`src/rtl/board_mem_arbiter.sv`:
```
// Arbiter for the 1-bit-per-cell board RAM: display has absolute priority, engine and loader share
// the rest round-robin with an engine lock. Define ARB_PERF_CNT_EN to add saturating stall counters.
module board_mem_arbiter #(
    parameter int AW    = 12,
    parameter int CNT_W = 16
) (
    input  logic          clk_i,
    input  logic          reset_i,
    input  logic          disp_req_i,
    input  logic [AW-1:0] disp_addr_i,
    output logic          disp_rvalid_o,
    input  logic          eng_req_i,
    input  logic          eng_we_i,
    input  logic [AW-1:0] eng_addr_i,
    input  logic          eng_wdata_i,
    input  logic          eng_lock_i,
    output logic          eng_gnt_o,
    output logic          eng_rvalid_o,
    input  logic          ld_req_i,
    input  logic          ld_we_i,
    input  logic [AW-1:0] ld_addr_i,
    input  logic          ld_wdata_i,
    output logic          ld_gnt_o,
    output logic          ld_rvalid_o,
    output logic          rdata_o,
    output logic          mem_en_o,
    output logic          mem_we_o,
    output logic [AW-1:0] mem_addr_o,
    output logic          mem_wdata_o,
    input  logic          mem_rdata_i
`ifdef ARB_PERF_CNT_EN
    ,
    output logic [CNT_W-1:0] stall_eng_o,
    output logic [CNT_W-1:0] stall_ld_o
`endif
);

    typedef enum logic [1:0] {
        OWN_NONE = 2'd0,
        OWN_DISP = 2'd1,
        OWN_ENG  = 2'd2,
        OWN_LD   = 2'd3
    } owner_e;

    owner_e owner_q, owner_d;
    logic   rr_q, rr_d;
    logic   lock_q, lock_d;
    logic   disp_win_s, eng_gnt_s, ld_gnt_s;

    // Winner selection; nothing is granted while reset is held.
    always_comb begin
        disp_win_s = 1'b0;
        eng_gnt_s  = 1'b0;
        ld_gnt_s   = 1'b0;
        if (reset_i) begin
            disp_win_s = 1'b0;
        end else if (disp_req_i) begin
            disp_win_s = 1'b1;
        end else if (eng_req_i && (lock_q || !ld_req_i || !rr_q)) begin
            eng_gnt_s = 1'b1;
        end else if (ld_req_i && !lock_q) begin
            ld_gnt_s = 1'b1;
        end else begin
            disp_win_s = 1'b0;
        end
    end

    // RAM port mux and read-owner capture for the winner.
    always_comb begin
        mem_en_o    = 1'b0;
        mem_we_o    = 1'b0;
        mem_addr_o  = {AW{1'b0}};
        mem_wdata_o = 1'b0;
        owner_d     = OWN_NONE;
        if (disp_win_s) begin
            mem_en_o   = 1'b1;
            mem_addr_o = disp_addr_i;
            owner_d    = OWN_DISP;
        end else if (eng_gnt_s) begin
            mem_en_o    = 1'b1;
            mem_we_o    = eng_we_i;
            mem_addr_o  = eng_addr_i;
            mem_wdata_o = eng_wdata_i;
            owner_d     = eng_we_i ? OWN_NONE : OWN_ENG;
        end else if (ld_gnt_s) begin
            mem_en_o    = 1'b1;
            mem_we_o    = ld_we_i;
            mem_addr_o  = ld_addr_i;
            mem_wdata_o = ld_wdata_i;
            owner_d     = ld_we_i ? OWN_NONE : OWN_LD;
        end else begin
            owner_d = OWN_NONE;
        end
    end

    // Round-robin pointer and engine lock next state; the lock only releases one cycle after eng_lock drops.
    always_comb begin
        rr_d   = rr_q;
        lock_d = lock_q;
        if (eng_gnt_s) begin
            rr_d = 1'b1;
        end else if (ld_gnt_s) begin
            rr_d = 1'b0;
        end else begin
            rr_d = rr_q;
        end
        if (!eng_lock_i) begin
            lock_d = 1'b0;
        end else if (eng_gnt_s) begin
            lock_d = 1'b1;
        end else begin
            lock_d = lock_q;
        end
    end

    // Arbitration state registers.
    always_ff @(posedge clk_i) begin
        if (reset_i) begin
            owner_q <= OWN_NONE;
            rr_q    <= 1'b0;
            lock_q  <= 1'b0;
        end else begin
            owner_q <= owner_d;
            rr_q    <= rr_d;
            lock_q  <= lock_d;
        end
    end

    assign eng_gnt_o     = eng_gnt_s;
    assign ld_gnt_o      = ld_gnt_s;
    assign disp_rvalid_o = !reset_i && (owner_q == OWN_DISP);
    assign eng_rvalid_o  = !reset_i && (owner_q == OWN_ENG);
    assign ld_rvalid_o   = !reset_i && (owner_q == OWN_LD);
    assign rdata_o       = (disp_rvalid_o || eng_rvalid_o || ld_rvalid_o) ? mem_rdata_i : 1'b0;

`ifdef ARB_PERF_CNT_EN
    logic [CNT_W-1:0] stall_eng_q, stall_eng_d;
    logic [CNT_W-1:0] stall_ld_q, stall_ld_d;

    // Saturating stall counters: a cycle stalls when the requester asks but is not granted.
    always_comb begin
        stall_eng_d = stall_eng_q;
        stall_ld_d  = stall_ld_q;
        if (eng_req_i && !eng_gnt_s && (stall_eng_q != {CNT_W{1'b1}})) begin
            stall_eng_d = stall_eng_q + {{(CNT_W-1){1'b0}}, 1'b1};
        end else begin
            stall_eng_d = stall_eng_q;
        end
        if (ld_req_i && !ld_gnt_s && (stall_ld_q != {CNT_W{1'b1}})) begin
            stall_ld_d = stall_ld_q + {{(CNT_W-1){1'b0}}, 1'b1};
        end else begin
            stall_ld_d = stall_ld_q;
        end
    end

    // Stall counter registers, cleared only by reset.
    always_ff @(posedge clk_i) begin
        if (reset_i) begin
            stall_eng_q <= {CNT_W{1'b0}};
            stall_ld_q  <= {CNT_W{1'b0}};
        end else begin
            stall_eng_q <= stall_eng_d;
            stall_ld_q  <= stall_ld_d;
        end
    end

    assign stall_eng_o = stall_eng_q;
    assign stall_ld_o  = stall_ld_q;
`endif

endmodule

```
`config.mk`:
```
export PLATFORM = sky130hd
export DESIGN_NAME = board_mem_arbiter
export DESIGN_NICKNAME = d
export VERILOG_FILES = /design/src/rtl/board_mem_arbiter.sv
export SDC_FILE = /design/constraint.sdc
export NUM_CORES = 1
export LEC_CHECK = 0
export ABC_CLOCK_PERIOD_IN_PS = 2100
export BUFFER_PORTS_ARGS = -buffer_cell sky130_fd_sc_hd__clkbuf_2
export CAP_MARGIN = 10
export CORE_MARGIN = 1.5
export CORE_UTILIZATION = 32
export CTS_CLUSTER_DIAMETER = 60
export DETAILED_ROUTE_END_ITERATION = 10
export PLACE_DENSITY = 0.83
export REMOVE_ABC_BUFFERS = 1
export SETUP_SLACK_MARGIN = 0.3
export SYNTH_ARGS = -nofsm -noshare
export SYNTH_HDL_FRONTEND = slang
export SYNTH_SLANG_ARGS = --single-unit
```
`constraint.sdc`:
```
create_clock -name clk_i -period 2.1 [get_ports clk_i]
set_input_delay 0.315 -clock clk_i [delete_from_list [all_inputs] [get_ports clk_i]]
set_output_delay 0.315 -clock clk_i [all_outputs]
set_load 0.03 [all_outputs]
```
## Word level (Yosys, flattened, before mapping)

Index checks and enable logic that the tools add are counted.

- Bits in registers: 4
- Logic and storage cells: 53
- Input port bits: 47

- Eq/ne operators: 3
- Bitwise operators: 1
- Multiplexer cells: 29
- Reductions and logical operators: 16

Operators with widths:

| operator | count |
|---|---|
| $mux W12 | 3 |
| $mux W1 | 22 |
| $mux W2 | 4 |
| $logic_and A1 B1 Y1 | 5 |
| $eq A2 B2 Y1 const B | 2 |
| $logic_not A1 Y1 | 4 |
| $logic_or A1 B1 Y1 | 4 |
| $reduce_or A2 Y1 | 2 |
| $eq A2 B1 Y1 const B | 1 |
| $reduce_bool A2 Y1 | 1 |
| $not A1 Y1 | 1 |

## Depth between registers and ports, before layout

Gate-level depths: netlist of run 1.

- Depth in word-level cells: 10
- Mapped depth: 6
- Depth with buffers taken out: 3

## Worst setup path before layout of run 1

OpenSTA, ideal clock, no wires.

- Path kind: input to output
- Start: input port reset_i
- End: output port mem_addr_o[0]
- Setup slack: 0.410 ns
- Arrival time: 1.375 ns
- Buffers on the path: 3
- Stages: 6
- Data required time: 1.785 ns
- Path through: buf_4 -> nor2_2 -> and3_4 -> buf_6 -> buf_6 -> a221o_1

- Elaborated cells on any way between the ends: 6
- Classes of those cells: mux: 6

RTL lines:

| what | RTL line | source |
|---|---|---|
| start: declaration | 8 | `input logic reset_i,` |
| $mux W1 | 55 | `if (reset_i) begin` |
| net eng_gnt_o | 17 | `output logic eng_gnt_o,` |
| $mux W12 | 79 | `end else if (eng_gnt_s) begin` |
| $mux W12 | 75 | `if (disp_win_s) begin` |
| end: declaration | 28 | `output logic [AW-1:0] mem_addr_o,` |

The timed path passes the listed nets, and every way through them passes these cells.

## Worst setup path in the final report of run 1

- Start: register rr_q
- End: output port mem_addr_o[4]

- Word-level cells in the longest chain between the ends: 9
- Elaborated cells on any way between the ends: 12
- Classes of those cells: mux: 9; reduce/logical: 3

Ends and longest elaborated chain:

| what | RTL line | source |
|---|---|---|
| start: declaration | 46 | `logic rr_q, rr_d;` |
| start signal: assignment | 124 | `rr_q <= rr_d;` |
| $logic_not A1 Y1 (*) | 59 | `end else if (eng_req_i && (lock_q \|\| !ld_req_i \|\| !rr_q)) begin` |
| $logic_or A1 B1 Y1 (*) | 59 |  |
| $logic_and A1 B1 Y1 (*) | 59 |  |
| $mux W1 | 59 |  |
| $mux W1 | 57 | `end else if (disp_req_i) begin` |
| $mux W1 | 55 |  |
| $mux W12 | 85 | `end else if (ld_gnt_s) begin` |
| $mux W12 (*) | 79 |  |
| $mux W12 (*) | 75 |  |

Every way passes the cells marked *; elsewhere a longest branch is shown, timed or not.

==> results.ini, run 1 <==
[run_status]
status = completed

[setup_path]
worst_setup_path_end_kind = output port
worst-path-max-fanout = 7
crit_arrival_ns = 1.52
cp-start-kind = flop
crit_path_start = rr_q
r2r-start = lock_q
path_class = reg -> out
worstPathRequired_ns = 1.78

[sta]
rsz0062_at_grt = yes
tns_ns = 0
period_share_pct = 87.3
fin_crit_ns = 1.83
hold_ws_ns = 0.302
max_slew_margin_pct = 74.7
setup_viol = 0
slew_viol_final = 0
finalHoldViolCount = 0
layout_setup_ws_ns = 0.267
clock_skew_ns = 0.00376
timing.fmax_ghz = 0.546
tightest_slew_ns = 0.377

[final_layout]
area_growth_pct = 107
layout.cells.non_filler = 150
fill_cells = 126
nets = 183
drive_gt1_share_pct = 64.2
regArea_sq_um = 82.6
multi_input_area_sq_um = 380
antennaDiodeCount = 0

[grt]
track_usage_pct = 21.3
grt_max_degree = 13
grt_overflow_total = 0
grt_pass1_vias = 684
grt_pass1_wl_um = 2910
antenna_found_initial = 0

[drt]
drtIter0Drc = 14
routedWlPerCell_um = 12.7
vias = 786
wl_um = 1900
drcViolationCount = 0
ant_nets = 0
firstDrtPassIters = 4
vias_per_cell = 5.24

[power_and_ir_drop]
sw_frac_of_total_pct = 35.5
switching_power_uw = 141
power_frac_comb_pct = 54.6
powerDensity_mw_per_mm2 = 385
p_leak_uw = 0.000588
p_seq_share_pct = 21.3
ir_drop_mv = 0.182
clkPwrFrac_pct = 24.1
p_int_uw = 256

[floorplan]
dieArea_sq_mm = 0.00181
initial_core_util_pct = 33.5
coreArea_sq_mm = 0.00149
die_h_um = 42.5
die_w_um = 42.5
rows = 14
ios = 68

[place]
place_hpwl_um = 1350
port_buffers = 67
detailedPlace.worstSlack_ns = 0.231
numPlacedInstances = 140
globalplace.congestion = 0.732

[yosys]
ys_warn_count = 0
netlist.area_leader.share_pct = 24.1
netlist_top_cells_area = a221o_1, dfxtp_1, and2_1, buf_6, o211a_1
async_flop_share_pct = 0
synth-edff-count = 0
synth.distinct_cells = 24
syn-mean-instance-area_sq_um = 8.18
syn_inst = 61
post_synth_instance_area_sq_um = 499
ys_seq_area_share_pct = 16.0
yosysTopAreaCell = a221o_1
synth_top_flop_cell = dfxtp_1
ys_ff_latch = 4

[clock_network]
cts-root-buf = clkbuf_4
clock_path_buffers = 2
htreeDepth = 1
cts_hold_buf = 0
cts_sinks = 4
cts_buffers = 3
cts_tree = done
clk-insertion-delay-late_ns = 0.24
clk_pin_slew_ns = 0.04

[worst_hold_path]
worst_hold_startpoint = eng_lock_i
hp-class = in -> reg

[run]
drv_cap = 0

==> final timing paths <==
check	end	slack, ns	cells after the start
setup / recovery	mem_addr_o[4]	0.27	5
hold / removal	lock_q	0.30	2
setup reg to reg	owner_q[1]	0.76	5
hold reg to reg	rr_q	0.47	1
==> cells in the mapped netlist, types with 2 or more instances <==
cell type	count
dfxtp_1	4
a221o_1	12
nor2_1	2
o211a_1	2
a22o_1	2
and2_1	12
nor3b_1	2
and3_1	2
buf_6	3
inv_1	4
nand3_1	2
nor2b_1	2
==> routing by layer <==
| layer | global-route usage, % | part of all wire, % | vias up |
|---|---|---|---|
| met5 | 0 | 0 | - |
| met4 | 9.38 | 1.6 | 0 |
| met3 | 3.88 | 8.0 | 4 |
| met2 | 40.0 | 53 | 47 |
| met1 | 22.7 | 37 | 350 |
| li1 | - | - | 385 |
==> flip-flops by register name (all words and copies together) (netlist names) <==
name and flops:
lock_q 1, owner_q 2, rr_q 1
==> critical path, stage by stage (launching register included) <==
cell and delay (ns):
dfxtp_2 0.33, nand2b_4 0.14, and3_4 0.19, buf_6 0.13, a221o_1 0.32, clkbuf_8 0.17
==> power groups by stage <==
stage                     Combinational [uW]  Clock, uW  Sequential, uW
after CTS                                215       99.8            84.6
final                                    217       95.7            84.6
after detailed placement                 172          0            85.2
after floorplan                         97.8          0            84.0
after global placement                   170          0            84.6
after global routing                     231        102            85.3
==> area by class of cell <==
type | count | share of cell area [%]
Sequential cell | 4 | 8.00
Tap cell | 16 | 1.94
Timing Repair Buffer | 75 | 49.6
Clock buffer | 3 | 2.18
Inverter | 4 | 1.45
Multi-Input combinational cell | 48 | 36.8
==> per-stage QoR <==
stage	total power, uW	instance area, sq um	util (%)
after floorplan	182	449	-
after global placement	254	820	55.0
after global routing	418	1030	69.3
after detailed placement	258	820	55.0
after CTS	399	1030	69.1
final	398	1030	69.3
==> repair_timing <==
action | 4_1_cts | 5_1_grt
buffers inserted | 5 | 0
resized for setup | 33 | 4
setup endpoints to repair | 13 | 13
gates cloned | 2 | 0
pin swaps | 14 | 1
hold endpoints to repair | 0 | 0
==> layout by cell type (no fill, tap or decap) <==
master / netlist / routed
nand3b_1: 1 / 1
nor2b_1: 2 / 1
buf_4: 1 / 7
and2_1: 12 / 12
dfxtp_1: 4 / 2
inv_1: 4 / 4
and3_4: 1 / 3
clkbuf_8: 0 / 11
o211a_1: 2 / 2
and3_1: 2 / 1
a221o_1: 12 / 12
clkbuf_4: 0 / 3
a311oi_1: 1 / 1
buf_6: 3 / 2
nor2_1: 2 / 2
a21oi_1: 1 / 1
nor3_1: 1 / 1
a21boi_0: 1 / 1
a31oi_1: 1 / 1
buf_8: 0 / 1
nor2_2: 1 / 1
a22o_1: 2 / 2
nor3b_1: 2 / 2
nand2b_4: 0 / 1
nor2b_2: 0 / 1
nand3_1: 2 / 2
clkbuf_2: 0 / 54
dfxtp_2: 0 / 2
==> logic make-up after synthesis <==
kind of cell	share of synthesized area, %
AO/OA/AOI/OAI	37.1
buffers and inverters	13.0
flip-flops	16.0
AND/OR/NAND/NOR	33.8
No activity file was read; power rests on OpenSTA's default activity.
==> run 2: changes to the inputs <==
--- a/config.mk
+++ b/config.mk
@@ -13,7 +13,6 @@
 export CTS_CLUSTER_DIAMETER = 60
 export DETAILED_ROUTE_END_ITERATION = 10
 export PLACE_DENSITY = 0.83
-export REMOVE_ABC_BUFFERS = 1
 export SETUP_SLACK_MARGIN = 0.3
 export SYNTH_ARGS = -nofsm -noshare
 export SYNTH_HDL_FRONTEND = slang
==> results.ini, run 2 (synthesis results as in run 1) <==
[run_status]
status = completed

[sta]
period_share_pct = 87.7
finalHoldViolCount = 0
clock_skew_ns = 0.00676
tns_ns = 0
setup_viol = 0
timing.fmax_ghz = 0.543
fin_crit_ns = 1.84
slew_viol_final = 0
layout_setup_ws_ns = 0.259
rsz0062_at_grt = yes
tightest_slew_ns = 0.380
max_slew_margin_pct = 74.6

[final_layout]
nets = 180
top_register = owner_q
final_cell_mix = clkbuf_2, and2_1, a221o_1, clkbuf_8, inv_1
largestRegisters = owner_q: 2 flops, lock_q: 1 flops, rr_q: 1 flops
multi_input_area_sq_um = 383
largest_reg_flops = 2
antennaDiodeCount = 0
fill_cells = 124
final_common_cell = clkbuf_2
regArea_sq_um = 82.6
area_growth_pct = 102
drive_gt1_share_pct = 64.1
final_area_sq_mm = 0.00101

[grt]
use_met2_pct = 45.2
top_usage_layer = met2
track_usage_pct = 23.3
grt_pass1_wl_um = 3150
grt_pass1_vias = 775
gr-usage-met1_pct = 21.9
grtUsageMet3_pct = 4.31
antenna_found_initial = 0
grt_max_degree = 13
grt_overflow_total = 0

[clock_network]
cts_tree = done
cts-root-buf = clkbuf_4
htreeDepth = 1
clk_pin_slew_ns = 0.04
cts_sinks = 4
clock_path_buffers = 2
cts_buffers = 3
cts_hold_buf = 0
clk-insertion-delay-late_ns = 0.25

[drt]
vias_per_cell = 5.46
vias = 803
drcViolationCount = 0
drtIter0Drc = 12
wl_um = 2070
ant_nets = 0
routedWlPerCell_um = 14.1
firstDrtPassIters = 4

[setup_path]
crit_arrival_ns = 1.53
critical-path-slowest-cell = a221o_1
worst_r2r_endpoint = owner_q[1]
cp-start-kind = flop
crit_chain = nand3b_1 -> and3_4 -> a221o_1 -> clkbuf_8
cp_top_family = simple AND/OR/NAND/NOR gates
worst_setup_path_end_kind = output port
path_buf_inv = 1
path_class = reg -> out
r2r-start = lock_q
worst-r2r-setup-slack_ns = 0.89
worst-path-max-fanout = 8
critPathMaxStageDelay_ns = 0.36
worstPathRequired_ns = 1.78
r2r_cells = 4

[worst_hold_path]
holdPathStages = 2
worst_hold_startpoint = eng_lock_i
hold-path-endpoint = lock_q
hp-class = in -> reg

[floorplan]
initial_core_util_pct = 33.5
die_h_um = 42.5
rows = 14
dieArea_sq_mm = 0.00181
coreArea_sq_mm = 0.00149
ios = 68
die_w_um = 42.5

[place]
port_buffers = 67
globalplace.congestion = 0.959
placed_area_sq_um = 812
place_hpwl_um = 1360
detailedPlace.worstSlack_ns = 0.217

[yosys]
synth_fp_nets = 108

[power_and_ir_drop]
powerDensity_mw_per_mm2 = 403
p_leak_uw = 0.000572
ir_drop_mv = 0.228

[run]
drv_cap = 0

[run 2: cell count changes in the layout (fill, tap and decap cells not counted), sizes merged]
cell,change
clkbuf,+2
buf,-5
[run 2: final cells by class]
class,count,area share (%)
sequential,4,8.19
clock buffer,3,2.23
inverter,4,1.49
timing repair buffer,72,48.1
tap,16,1.99
multi-input combinational,48,38.0
[run 2: worst max path at each step]
stage,from,to,slack [ns],cells past startpoint
2_1_floorplan,reset_i,mem_addr_o[0],0.41,6
3_3_place_gp,reset_i,mem_addr_o[4],0.28,5
3_5_place_dp,reset_i,mem_addr_o[0],0.22,5
4_1_cts,lock_q,mem_addr_o[2],0.28,4
5_1_grt,lock_q,mem_addr_o[3],0.20,4
6_report,lock_q,mem_addr_o[10],0.26,4
[run 2: worst reg2reg max path, delay by kind of cell, from the launching register on]
kind / cells / cell delay, ns
AOI/OAI and AO/OA: 1 / 0.21
buffers and inverters: 1 / 0.15
and+or+nand+nor: 2 / 0.42
DFF: 1 / 0.33
[run 2: what timing repair did]
item | CTS | global route
setup endpoints to repair | 13 | 13
buffers inserted | 3 | 0
resized for setup | 34 | 0
gates cloned | 2 | 0
hold endpoints to repair | 0 | 0
pin swaps | 14 | 2
[run 2: layer usage]
| layer | part of all wire (%) | vias up |
|---|---|---|
| li1 | - | 376 |
| met1 | 35 | 365 |
| met4 | 2.0 | 0 |
| met2 | 53 | 56 |
| met5 | 0 | - |
| met3 | 9.3 | 6 |
[run 2: stage by stage]
stage	std cells	hold WS [ns]	total power [uW]	util, %
finish	147	0.299	406	67.7
global route	147	0.309	422	67.7
CTS	147	0.303	401	67.7
detailed placement	139	0.497	257	54.5
global placement	139	0.497	253	54.5
floorplan	61	0.433	190	-
[run 2: power by group]
group	internal (uW)	switching (uW)	leakage, uW
clock network	64.6	41.3	0.0000138
registers	80.7	3.41	0.0000337
logic	109	107	0.000525
==> run 3: changes to the inputs <==
--- a/config.mk
+++ b/config.mk
@@ -5,14 +5,14 @@
 export SDC_FILE = /design/constraint.sdc
 export NUM_CORES = 1
 export LEC_CHECK = 0
-export ABC_CLOCK_PERIOD_IN_PS = 2100
+export ABC_CLOCK_PERIOD_IN_PS = 2300
 export BUFFER_PORTS_ARGS = -buffer_cell sky130_fd_sc_hd__clkbuf_2
 export CAP_MARGIN = 10
 export CORE_MARGIN = 1.5
 export CORE_UTILIZATION = 32
 export CTS_CLUSTER_DIAMETER = 60
 export DETAILED_ROUTE_END_ITERATION = 10
-export PLACE_DENSITY = 0.83
+export PLACE_DENSITY = 0.88
 export SETUP_SLACK_MARGIN = 0.3
 export SYNTH_ARGS = -nofsm -noshare
 export SYNTH_HDL_FRONTEND = slang
==> constraint.sdc (replaced) <==
create_clock -name clk_i -period 2.3 [get_ports clk_i]
set_input_delay 0.345 -clock clk_i [delete_from_list [all_inputs] [get_ports clk_i]]
set_output_delay 0.345 -clock clk_i [all_outputs]
set_load 0.03 [all_outputs]
==> results.ini, run 3 (synthesis results as in run 1) <==
[run_status]
status = completed

[place]
globalplace.congestion = 0.789
place_hpwl_um = 1320
detailedPlace.worstSlack_ns = 0.186
port_buffers = 67

[power_and_ir_drop]
sw_frac_of_total_pct = 38.4
p_int_uw = 200
switching_power_uw = 124
clkPwrFrac_pct = 28.2
p_seq_share_pct = 23.6
power_frac_comb_pct = 48.1
p_leak_uw = 0.000506
powerDensity_mw_per_mm2 = 387
ir_drop_mv = 0.194

[floorplan]
coreArea_sq_mm = 0.00149
dieArea_sq_mm = 0.00181
die_w_um = 42.5
rows = 14
initial_core_util_pct = 33.5
die_h_um = 42.5
ios = 68

[sta]
slew_viol_final = 0
max_slew_margin_pct = 75.1
timing.fmax_ghz = 0.527
setup_viol = 0
period_share_pct = 82.5
layout_setup_ws_ns = 0.403
clock_skew_ns = 0.00465
rsz0062_at_grt = no
tightest_slew_ns = 0.371
tns_ns = 0
fin_crit_ns = 1.90
finalHoldViolCount = 0
hold_ws_ns = 0.352

[drt]
wl_um = 1660
firstDrtPassIters = 6
drcViolationCount = 0
vias_per_cell = 5.14
drtIter0Drc = 7
ant_nets = 0
routedWlPerCell_um = 11.7
vias = 725

[final_layout]
final_common_cell = clkbuf_2
final_cell_mix = clkbuf_2, and2_1, a221o_1
postLayoutCoreUtil_pct = 56.2
antennaDiodeCount = 0
largestRegisters = owner_q: 2 flops, lock_q: 1 flops, rr_q: 1 flops
top_register = owner_q
drive_gt1_share_pct = 60.0
largest_reg_flops = 2
nets = 174
area_growth_pct = 67.7

[setup_path]
worstPathRequired_ns = 1.96
crit_arrival_ns = 1.55
critical-path-slowest-cell = a221o_1
cp_top_family = simple AND/OR/NAND/NOR gates
critPathMaxStageDelay_ns = 0.36
worst-path-max-fanout = 16
worst_setup_path_end_kind = output port
path_class = reg -> out
cp-start-kind = flop
crit_chain = nand3b_1 -> and3_4 -> a221o_1 -> clkbuf_2
path_buf_inv = 1

[run]
drv_cap = 0

[clock_network]
clock_path_buffers = 2
cts_tree = done
cts_sinks = 4
postCtsSetupBuffers = 0
htreeDepth = 1
clk_pin_slew_ns = 0.04
clk-insertion-delay-late_ns = 0.24
cts-root-buf = clkbuf_4
cts_buffers = 3

[grt]
grt_pass1_vias = 650
grt_max_degree = 17
antenna_found_initial = 0
grt_pass1_wl_um = 2610
grt_overflow_total = 0
track_usage_pct = 18.9

[worst_hold_path]
hp-class = in -> reg

[yosys]
synth_fp_nets = 108

## run 3: cell types whose count changed in the layout (fill, tap and decap cells not counted), sizes merged
cell  previous run  this run
and3             4         3
buf              5         0
## run 3: repair_timing
action / CTS / global route
resized for setup: 2 / 2
hold buffers: 0 / 0
setup endpoints to repair: 14 / 10
## run 3: stage by stage
stage,power [uW],area (sq um),cells
6_report,324,837,141
5_1_grt,341,837,141
4_1_cts,327,832,141
3_5_place_dp,233,805,138
3_3_place_gp,229,805,138
2_1_floorplan,174,499,61
## run 3: final cells by class
| type | instances | area (sq um) |
|---|---|---|
| Tap cell | 16 | 20.0 |
| Fill cell | 156 | 652 |
| Inverter | 4 | 15.0 |
| Clock buffer | 3 | 22.5 |
| Timing Repair Buffer | 67 | 335 |
| Sequential cell | 4 | 80.1 |
| Multi-Input combinational cell | 47 | 364 |
## run 3: final timing paths
path | depth (start not counted) | startpoint | to | slack [ns]
worst max-delay path | 4 | lock_q | mem_addr_o[4] | 0.40
worst min-delay path | 2 | eng_lock_i | lock_q | 0.35
worst min register to register | 1 | rr_q | rr_q | 0.51
worst max register to register | 3 | lock_q | owner_q[1] | 1.18
## run 3: routing by layer
metal | GRT usage (%) | up-vias | wire length [um]
met3 | 4.74 | 4 | 151
li1 | - | 363 | -
met5 | 0 | - | 0
met4 | 10.6 | 0 | 27
met1 | 19.3 | 312 | 645
met2 | 34.2 | 46 | 830
## run 3: power by group through the flow
stage | Combinational [uW] | Sequential [uW] | Clock (uW)
after floorplan | 97.2 | 76.7 | 0
after global placement | 152 | 77.1 | 0
after detailed placement | 155 | 77.7 | 0
after CTS | 156 | 76.5 | 94.8
after global routing | 168 | 77.5 | 95.8
final | 156 | 76.6 | 91.5
